`src/rtl/axi4_stream_mult_slave_if.sv`:
```
// Stream bundle for the multiplier: inbound operand beats, outbound result beats and status.
// The slave modport is the multiplier's view; the master modport is the surrounding system's view.
interface axi4_stream_mult_slave_if #(
    parameter int DSZ = 8
);
    logic [DSZ-1:0] tdata_to_slave;
    logic           tvalid_to_slave;
    logic           tready_to_slave;
    logic           tlast_to_slave;
    logic [DSZ-1:0] tdata_to_master;
    logic           tvalid_to_master;
    logic           tready_to_master;
    logic           tlast_to_master;
    logic           frame_err;
    logic           busy;

    modport slave (
        input  tdata_to_slave, tvalid_to_slave, tlast_to_slave, tready_to_master,
        output tready_to_slave, tdata_to_master, tvalid_to_master, tlast_to_master,
        output frame_err, busy
    );

    modport master (
        output tdata_to_slave, tvalid_to_slave, tlast_to_slave, tready_to_master,
        input  tready_to_slave, tdata_to_master, tvalid_to_master, tlast_to_master,
        input  frame_err, busy
    );
endinterface

```
`src/rtl/axi4_stream_mult_slave.sv`:
```
// Receives two SZ-bit operands as a stream frame, multiplies them with a shift-add loop,
// and streams the 2*SZ-bit product back out LSB beat first.
module axi4_stream_mult_slave #(
    parameter int SZ  = 32,
    parameter int DSZ = 8
) (
    input  logic                           clk,
    input  logic                           _rst,
    axi4_stream_mult_slave_if.slave        s,
    output logic [1:0]                     o_dbg_state
);
    localparam int NB    = SZ / DSZ;
    localparam int NBEAT = 2 * NB;
    localparam int IW    = (NBEAT > 1) ? $clog2(NBEAT) : 1;
    localparam int CW    = $clog2(SZ + 1);
    localparam logic [IW-1:0] LAST_IDX = IW'(NBEAT - 1);
    localparam logic [IW-1:0] B_START  = IW'(NB);
    localparam logic [CW-1:0] MUL_DONE = CW'(SZ);

    typedef enum logic [1:0] {
        RECV = 2'd0,
        MUL  = 2'd1,
        SEND = 2'd2
    } state_t;

    state_t          r_state;
    state_t          w_state_nxt;
    logic [IW-1:0]   r_widx;
    logic [IW-1:0]   r_oidx;
    logic [CW-1:0]   r_cnt;
    logic [SZ-1:0]   r_a;
    logic [SZ-1:0]   r_b;
    logic [2*SZ-1:0] r_res;
    logic            r_tready;
    logic            r_tvalid;
    logic            r_tlast;
    logic [DSZ-1:0]  r_tdata;
    logic            r_frame_err;
    logic            r_busy;

    logic [SZ-1:0]   w_a_nxt;
    logic [SZ-1:0]   w_b_nxt;
    logic [SZ:0]     w_sum;
    logic [IW-1:0]   w_pos;
    logic [IW-1:0]   w_oidx_nxt;
    logic            w_in_hs;
    logic            w_in_last;
    logic            w_short;
    logic            w_mul_step;
    logic            w_mul_done;
    logic            w_out_hs;
    logic            w_out_last;

    // Handshake: a beat moves on a rising edge where valid and ready are both high;
    // a raised valid keeps its data and last flag unchanged until that edge.
    always_comb begin
        w_in_hs    = r_tready && s.tvalid_to_slave;
        w_in_last  = w_in_hs && (r_widx == LAST_IDX);
        w_short    = w_in_hs && s.tlast_to_slave && (r_widx != LAST_IDX);
        w_mul_step = (r_state == MUL) && (r_cnt != MUL_DONE);
        w_mul_done = (r_state == MUL) && (r_cnt == MUL_DONE);
        w_out_hs   = r_tvalid && s.tready_to_master;
        w_out_last = w_out_hs && (r_oidx == LAST_IDX);
        w_oidx_nxt = r_oidx + IW'(1);

        // Beat position inside whichever operand the current index belongs to.
        w_pos   = (r_widx >= B_START) ? (r_widx - B_START) : r_widx;
        w_a_nxt = r_a;
        w_b_nxt = r_b;
        if (r_widx < B_START) begin
            w_a_nxt[int'(w_pos)*DSZ +: DSZ] = s.tdata_to_slave;
        end else begin
            w_b_nxt[int'(w_pos)*DSZ +: DSZ] = s.tdata_to_slave;
        end

        // r_res = {partial, remaining multiplier}: add a when the multiplier LSB is set, shift right.
        w_sum = {1'b0, r_res[2*SZ-1:SZ]} + (r_res[0] ? {1'b0, r_a} : {(SZ+1){1'b0}});

        w_state_nxt = r_state;
        unique case (r_state)
            RECV:    if (w_in_last)  w_state_nxt = MUL;
            MUL:     if (w_mul_done) w_state_nxt = SEND;
            SEND:    if (w_out_last) w_state_nxt = RECV;
            default: w_state_nxt = RECV;
        endcase
    end

    always_ff @(posedge clk or negedge _rst) begin
        if (!_rst) begin
            r_state <= RECV;
        end else begin
            r_state <= w_state_nxt;
        end
    end

    always_ff @(posedge clk or negedge _rst) begin
        if (!_rst) begin
            r_widx      <= '0;
            r_oidx      <= '0;
            r_cnt       <= '0;
            r_a         <= '0;
            r_b         <= '0;
            r_res       <= '0;
            r_tready    <= 1'b1;
            r_tvalid    <= 1'b0;
            r_tlast     <= 1'b0;
            r_tdata     <= '0;
            r_frame_err <= 1'b0;
            r_busy      <= 1'b0;
        end else begin
            r_tready    <= (w_state_nxt == RECV);
            r_busy      <= (w_state_nxt != RECV);
            r_frame_err <= w_short;

            if (w_in_hs) begin
                r_a <= w_a_nxt;
                r_b <= w_b_nxt;
                if (w_in_last || s.tlast_to_slave) begin
                    r_widx <= '0;
                end else begin
                    r_widx <= r_widx + IW'(1);
                end
            end

            if (w_in_last) begin
                r_res <= {{SZ{1'b0}}, w_b_nxt};
                r_cnt <= '0;
            end else if (w_mul_step) begin
                r_res <= {w_sum, r_res[SZ-1:1]};
                r_cnt <= r_cnt + CW'(1);
            end

            if (w_mul_done) begin
                r_tvalid <= 1'b1;
                r_tlast  <= 1'b0;
                r_tdata  <= r_res[DSZ-1:0];
                r_oidx   <= '0;
            end else if (w_out_hs) begin
                if (r_oidx == LAST_IDX) begin
                    r_tvalid <= 1'b0;
                    r_tlast  <= 1'b0;
                    r_tdata  <= '0;
                    r_oidx   <= '0;
                end else begin
                    r_oidx  <= w_oidx_nxt;
                    r_tdata <= r_res[int'(w_oidx_nxt)*DSZ +: DSZ];
                    r_tlast <= (w_oidx_nxt == LAST_IDX);
                end
            end
        end
    end

    assign s.tready_to_slave  = r_tready;
    assign s.tvalid_to_master = r_tvalid;
    assign s.tlast_to_master  = r_tlast;
    assign s.tdata_to_master  = r_tdata;
    assign s.frame_err        = r_frame_err;
    assign s.busy             = r_busy;
    assign o_dbg_state        = r_state;
endmodule

```
`src/flat_wrapper.sv`:
```
// flat-port wrapper written by rule: the top's interface ports become plain ports
module axi4_stream_mult_slave_flat 
#(
    parameter int SZ  = 32,
    parameter int DSZ = 8
)
  (clk, _rst, o_dbg_state, s_tdata_to_slave, s_tvalid_to_slave, s_tlast_to_slave, s_tready_to_master, s_tready_to_slave, s_tdata_to_master, s_tvalid_to_master, s_tlast_to_master, s_frame_err, s_busy);
  axi4_stream_mult_slave_if #(.DSZ(DSZ)) s_i ();
  input  logic clk;
  input  logic _rst;
  output logic [1:0] o_dbg_state;
  input wire logic [$bits(s_i.tdata_to_slave)-1:0] s_tdata_to_slave;
  input wire logic [$bits(s_i.tvalid_to_slave)-1:0] s_tvalid_to_slave;
  input wire logic [$bits(s_i.tlast_to_slave)-1:0] s_tlast_to_slave;
  input wire logic [$bits(s_i.tready_to_master)-1:0] s_tready_to_master;
  output wire logic [$bits(s_i.tready_to_slave)-1:0] s_tready_to_slave;
  output wire logic [$bits(s_i.tdata_to_master)-1:0] s_tdata_to_master;
  output wire logic [$bits(s_i.tvalid_to_master)-1:0] s_tvalid_to_master;
  output wire logic [$bits(s_i.tlast_to_master)-1:0] s_tlast_to_master;
  output wire logic [$bits(s_i.frame_err)-1:0] s_frame_err;
  output wire logic [$bits(s_i.busy)-1:0] s_busy;
  assign s_i.tdata_to_slave = s_tdata_to_slave;
  assign s_i.tvalid_to_slave = s_tvalid_to_slave;
  assign s_i.tlast_to_slave = s_tlast_to_slave;
  assign s_i.tready_to_master = s_tready_to_master;
  assign s_tready_to_slave = s_i.tready_to_slave;
  assign s_tdata_to_master = s_i.tdata_to_master;
  assign s_tvalid_to_master = s_i.tvalid_to_master;
  assign s_tlast_to_master = s_i.tlast_to_master;
  assign s_frame_err = s_i.frame_err;
  assign s_busy = s_i.busy;
  axi4_stream_mult_slave #(.SZ(SZ), .DSZ(DSZ)) u_core (.clk(clk), ._rst(_rst), .s(s_i), .o_dbg_state(o_dbg_state));
endmodule
```
`config.mk`:
```
export PLATFORM = sky130hd
export DESIGN_NAME = axi4_stream_mult_slave_flat
export DESIGN_NICKNAME = d
export VERILOG_FILES = /design/src/rtl/axi4_stream_mult_slave_if.sv /design/src/rtl/axi4_stream_mult_slave.sv /design/src/flat_wrapper.sv
export SDC_FILE = /design/constraint.sdc
export NUM_CORES = 1
export LEC_CHECK = 0
export ABC_AREA = 1
export CAP_MARGIN = 20
export CORE_UTILIZATION = 45
export CTS_BUF_LIST = sky130_fd_sc_hd__clkbuf_16
export DETAILED_ROUTE_END_ITERATION = 10
export GPL_TIMING_DRIVEN = 1
export HOLD_SLACK_MARGIN = 0.06
export PLACE_DENSITY = 0.72
export RECOVER_POWER = 100
export SLEW_MARGIN = 20
export SYNTH_ARGS = -nofsm -noshare
export SYNTH_HDL_FRONTEND = slang
export SYNTH_SLANG_ARGS = --single-unit
```
`constraint.sdc`:
```
create_clock -name clk -period 2.35 [get_ports clk]
set_clock_uncertainty 0.1 [all_clocks]
set_input_delay 0.705 -clock clk [delete_from_list [all_inputs] [get_ports clk]]
set_output_delay 0.705 -clock clk [all_outputs]
set_load 0.01 [all_outputs]
```
==> metrics <==
post-synthesis register bit count 155; total I/O pin count 28; highest clock rate 0.430 GHz; number of port buffers 27; metal2 WL 14.7 mm; CP endpoint kind flop; P per Cell Area 1030 nW/um^2; Via density 5.51; RSZ-0062 raised after global routing yes; VDD IR-drop max 663 uV; Die W 150 um; vias after detailed routing 9876; # setup viols final 0; CTS HTree Levels 4; layout cells sized above 1 0.143; synthesized instance count 1413; Yosys cell types 43; Place WS -0.187 ns; Iteration-0 DRC Markers 862; gp weighted congestion 0.930; core area 21300 um^2; MaxCap Viol Count 0; TritonRoute pass-1 iters 9; syn nets 1471; hpwl dp 22.8 mm; CTS Buf Count 17; Finished Layout Cells 1794; max-slew violations 0; DRC 0; WL final 31.1 mm; met3 WL 2.25 mm; total power 12.3 mW; worst rel slew slack 0.255; status completed; commonest non-fill, non-tap cell in the layout nand2_1; area of the die 22600 um^2; Final ANT Viol Nets 0; dpl cells 1755; P_leak 6.10 nW; Post-synth EDFFs 0; ANT cells 0; clk buf depth 2; Syn Area/Cell 7.01 um^2; CTS sink cnt 155; clock transition at the registers of the reported paths 0.07 ns; site row count 53; initial core utilization 0.465; prevailing post-synth register cell dfrtp_1; nets 1564; initial antenna violation count 0; DR top layer met4; vias in the first global route 9114; Die Height 150 um; Ys Warns 0; Crit Path Max Fanout 6; Layout area overhead 21.1%; most frequent cells in the layout nand2_1, inv_1, dfrtp_1; critical path class flop to flop; drt wl/cell 17.3 um; first-pass GRT wire length 47.9 mm; Tightest Hold Check Type input pin to asynchronous set/reset pin; sequential share of the synthesized area 0.392; gr usage total 0.279; Hold Violations, Final 0; Post-Syn Area 9900 um^2; minimum clock period after layout 2.32 ns; Hold Slack 0.379 ns; CP arrival 2.55 ns; Worst Setup Slack, final 0.0265 ns; wl on met1 13.3 mm; root buffer cell clkbuf_16; ys async rst share 1.00; Slew @ Worst Pin 1.12 ns; CP Launch Type flop; Worst-Skew Late Latency 0.43 ns; largest net degree at the start of global routing 48; # fillers 2009; CTS tree yes; Tcrit/Tclk final 0.989; grt total ovfl 0; Worst EP required 2.57 ns
## synthesized netlist by cell type, types with 4 or more instances
| cell type | count | area [um^2] |
|---|---|---|
| nand4_1 | 6 | 37.5 |
| buf_1 | 4 | 15.0 |
| buf_4 | 6 | 45.0 |
| o21ai_0 | 116 | 581 |
| nor3_1 | 7 | 35.0 |
| nor2_2 | 5 | 31.3 |
| mux2_2 | 7 | 78.8 |
| o311ai_0 | 14 | 123 |
| ha_1 | 44 | 551 |
| inv_1 | 188 | 706 |
| o221ai_1 | 14 | 123 |
| nor2_1 | 97 | 364 |
| inv_2 | 5 | 18.8 |
| o211ai_1 | 32 | 240 |
| a21oi_1 | 34 | 170 |
| nor2_4 | 4 | 45.0 |
| o21bai_1 | 11 | 82.6 |
| nand3_1 | 74 | 370 |
| o21ai_1 | 17 | 85.1 |
| dfrtp_1 | 154 | 3850 |
| clkbuf_1 | 18 | 67.6 |
| nand2_1 | 503 | 1890 |
| buf_2 | 22 | 110 |
## through the flow
step           utilization  setup TNS, ns  instance area, um^2
6_report             0.563              0                12000
5_1_grt              0.563         -0.483                12000
4_1_cts              0.550              0                11700
3_5_place_dp         0.520         -0.823                11100
3_3_place_gp         0.520         -0.275                11100
2_1_floorplan            -              0                 9930
## worst max-delay path, stage by stage (launching register included)
cell	delay, ns
dfrtp_2	0.45
buf_4	0.16
nand2_1	0.05
inv_1	0.09
fa_2	0.40
nand3_1	0.15
nand3_2	0.14
nand2_1	0.09
nand2_1	0.08
nand2_1	0.08
nand2_2	0.08
nand2_1	0.10
nand3_1	0.08
nand3_1	0.10
nand2_1	0.05
## layer usage
| metal | vias up | global-route usage |
|---|---|---|
| met1 | 4666 | 0.380 |
| met3 | 55 | 0.0476 |
| met5 | - | 0 |
| met2 | 422 | 0.443 |
| met4 | 0 | 0.108 |
| li1 | 4733 | - |
## flip-flops by register name, indices dropped and copies added, names as in the netlist, 2 cells and up
signal / count
u_core.r_widx: 3
u_core.r_a: 32
u_core.r_b: 32
u_core.s.tdata_to_master: 8
u_core.r_oidx: 3
u_core.o_dbg_state: 2
u_core.r_cnt: 6
u_core.r_res: 64
## final timing paths
| path | start | to | slack, ns | depth (start not counted) |
|---|---|---|---|---|
| max | u_core.r_res[0] | u_core.r_res[55] | 0.03 | 14 |
| min | _rst | u_core.r_cnt[4] | 0.38 | 1 |
| max reg2reg | u_core.r_res[0] | u_core.r_res[55] | 0.03 | 14 |
| min reg2reg | u_core.r_b[26] | u_core.r_b[26] | 0.38 | 2 |
| max in group asynchronous | _rst | u_core.r_widx[0] | 0.38 | 2 |
| min in group clk | u_core.r_b[26] | u_core.r_b[26] | 0.38 | 2 |
## repair_timing
item / 4_1_cts / 5_1_grt
pin swaps: 0 / 9
hold endpoints to repair: 0 / 0
hold buffers: 0 / 0
resized for setup: 13 / 73
buffers inserted: 0 / 7
setup endpoints to repair: 9 / 73
## logic make-up (layout without fill, tap and decap cells)
kind of cell,Yosys count,after routing,synth area share
DFF,155,155,0.392
and+or+nand+nor,708,708,0.291
muxes,7,7,0.00796
AOI/OAI and AO/OA,249,249,0.150
adders and majority gates,45,45,0.0576
xor gates and xnor gates,3,3,0.00265
buffers and inverters,245,351,0.0987
other,1,1,0.000379
## cell type report
class / count / area, um^2 / share of cell area
clock inverters: 15 / 151 / 0.0126
flip-flops and latches: 155 / 3880 / 0.324
well taps: 275 / 344 / 0.0287
repair buffers: 125 / 1000 / 0.0838
clock buffers: 17 / 425 / 0.0355
multi-input cells: 1013 / 5450 / 0.455
inverters: 194 / 728 / 0.0607
## report_power, final
part / internal (mW) / switching [mW] / total, mW
combinational: 2.06 / 3.24 / 5.30
sequential: 3.55 / 0.760 / 4.31
clock: 1.49 / 1.23 / 2.73
Note: power is estimated with default switching activity, not from simulation.
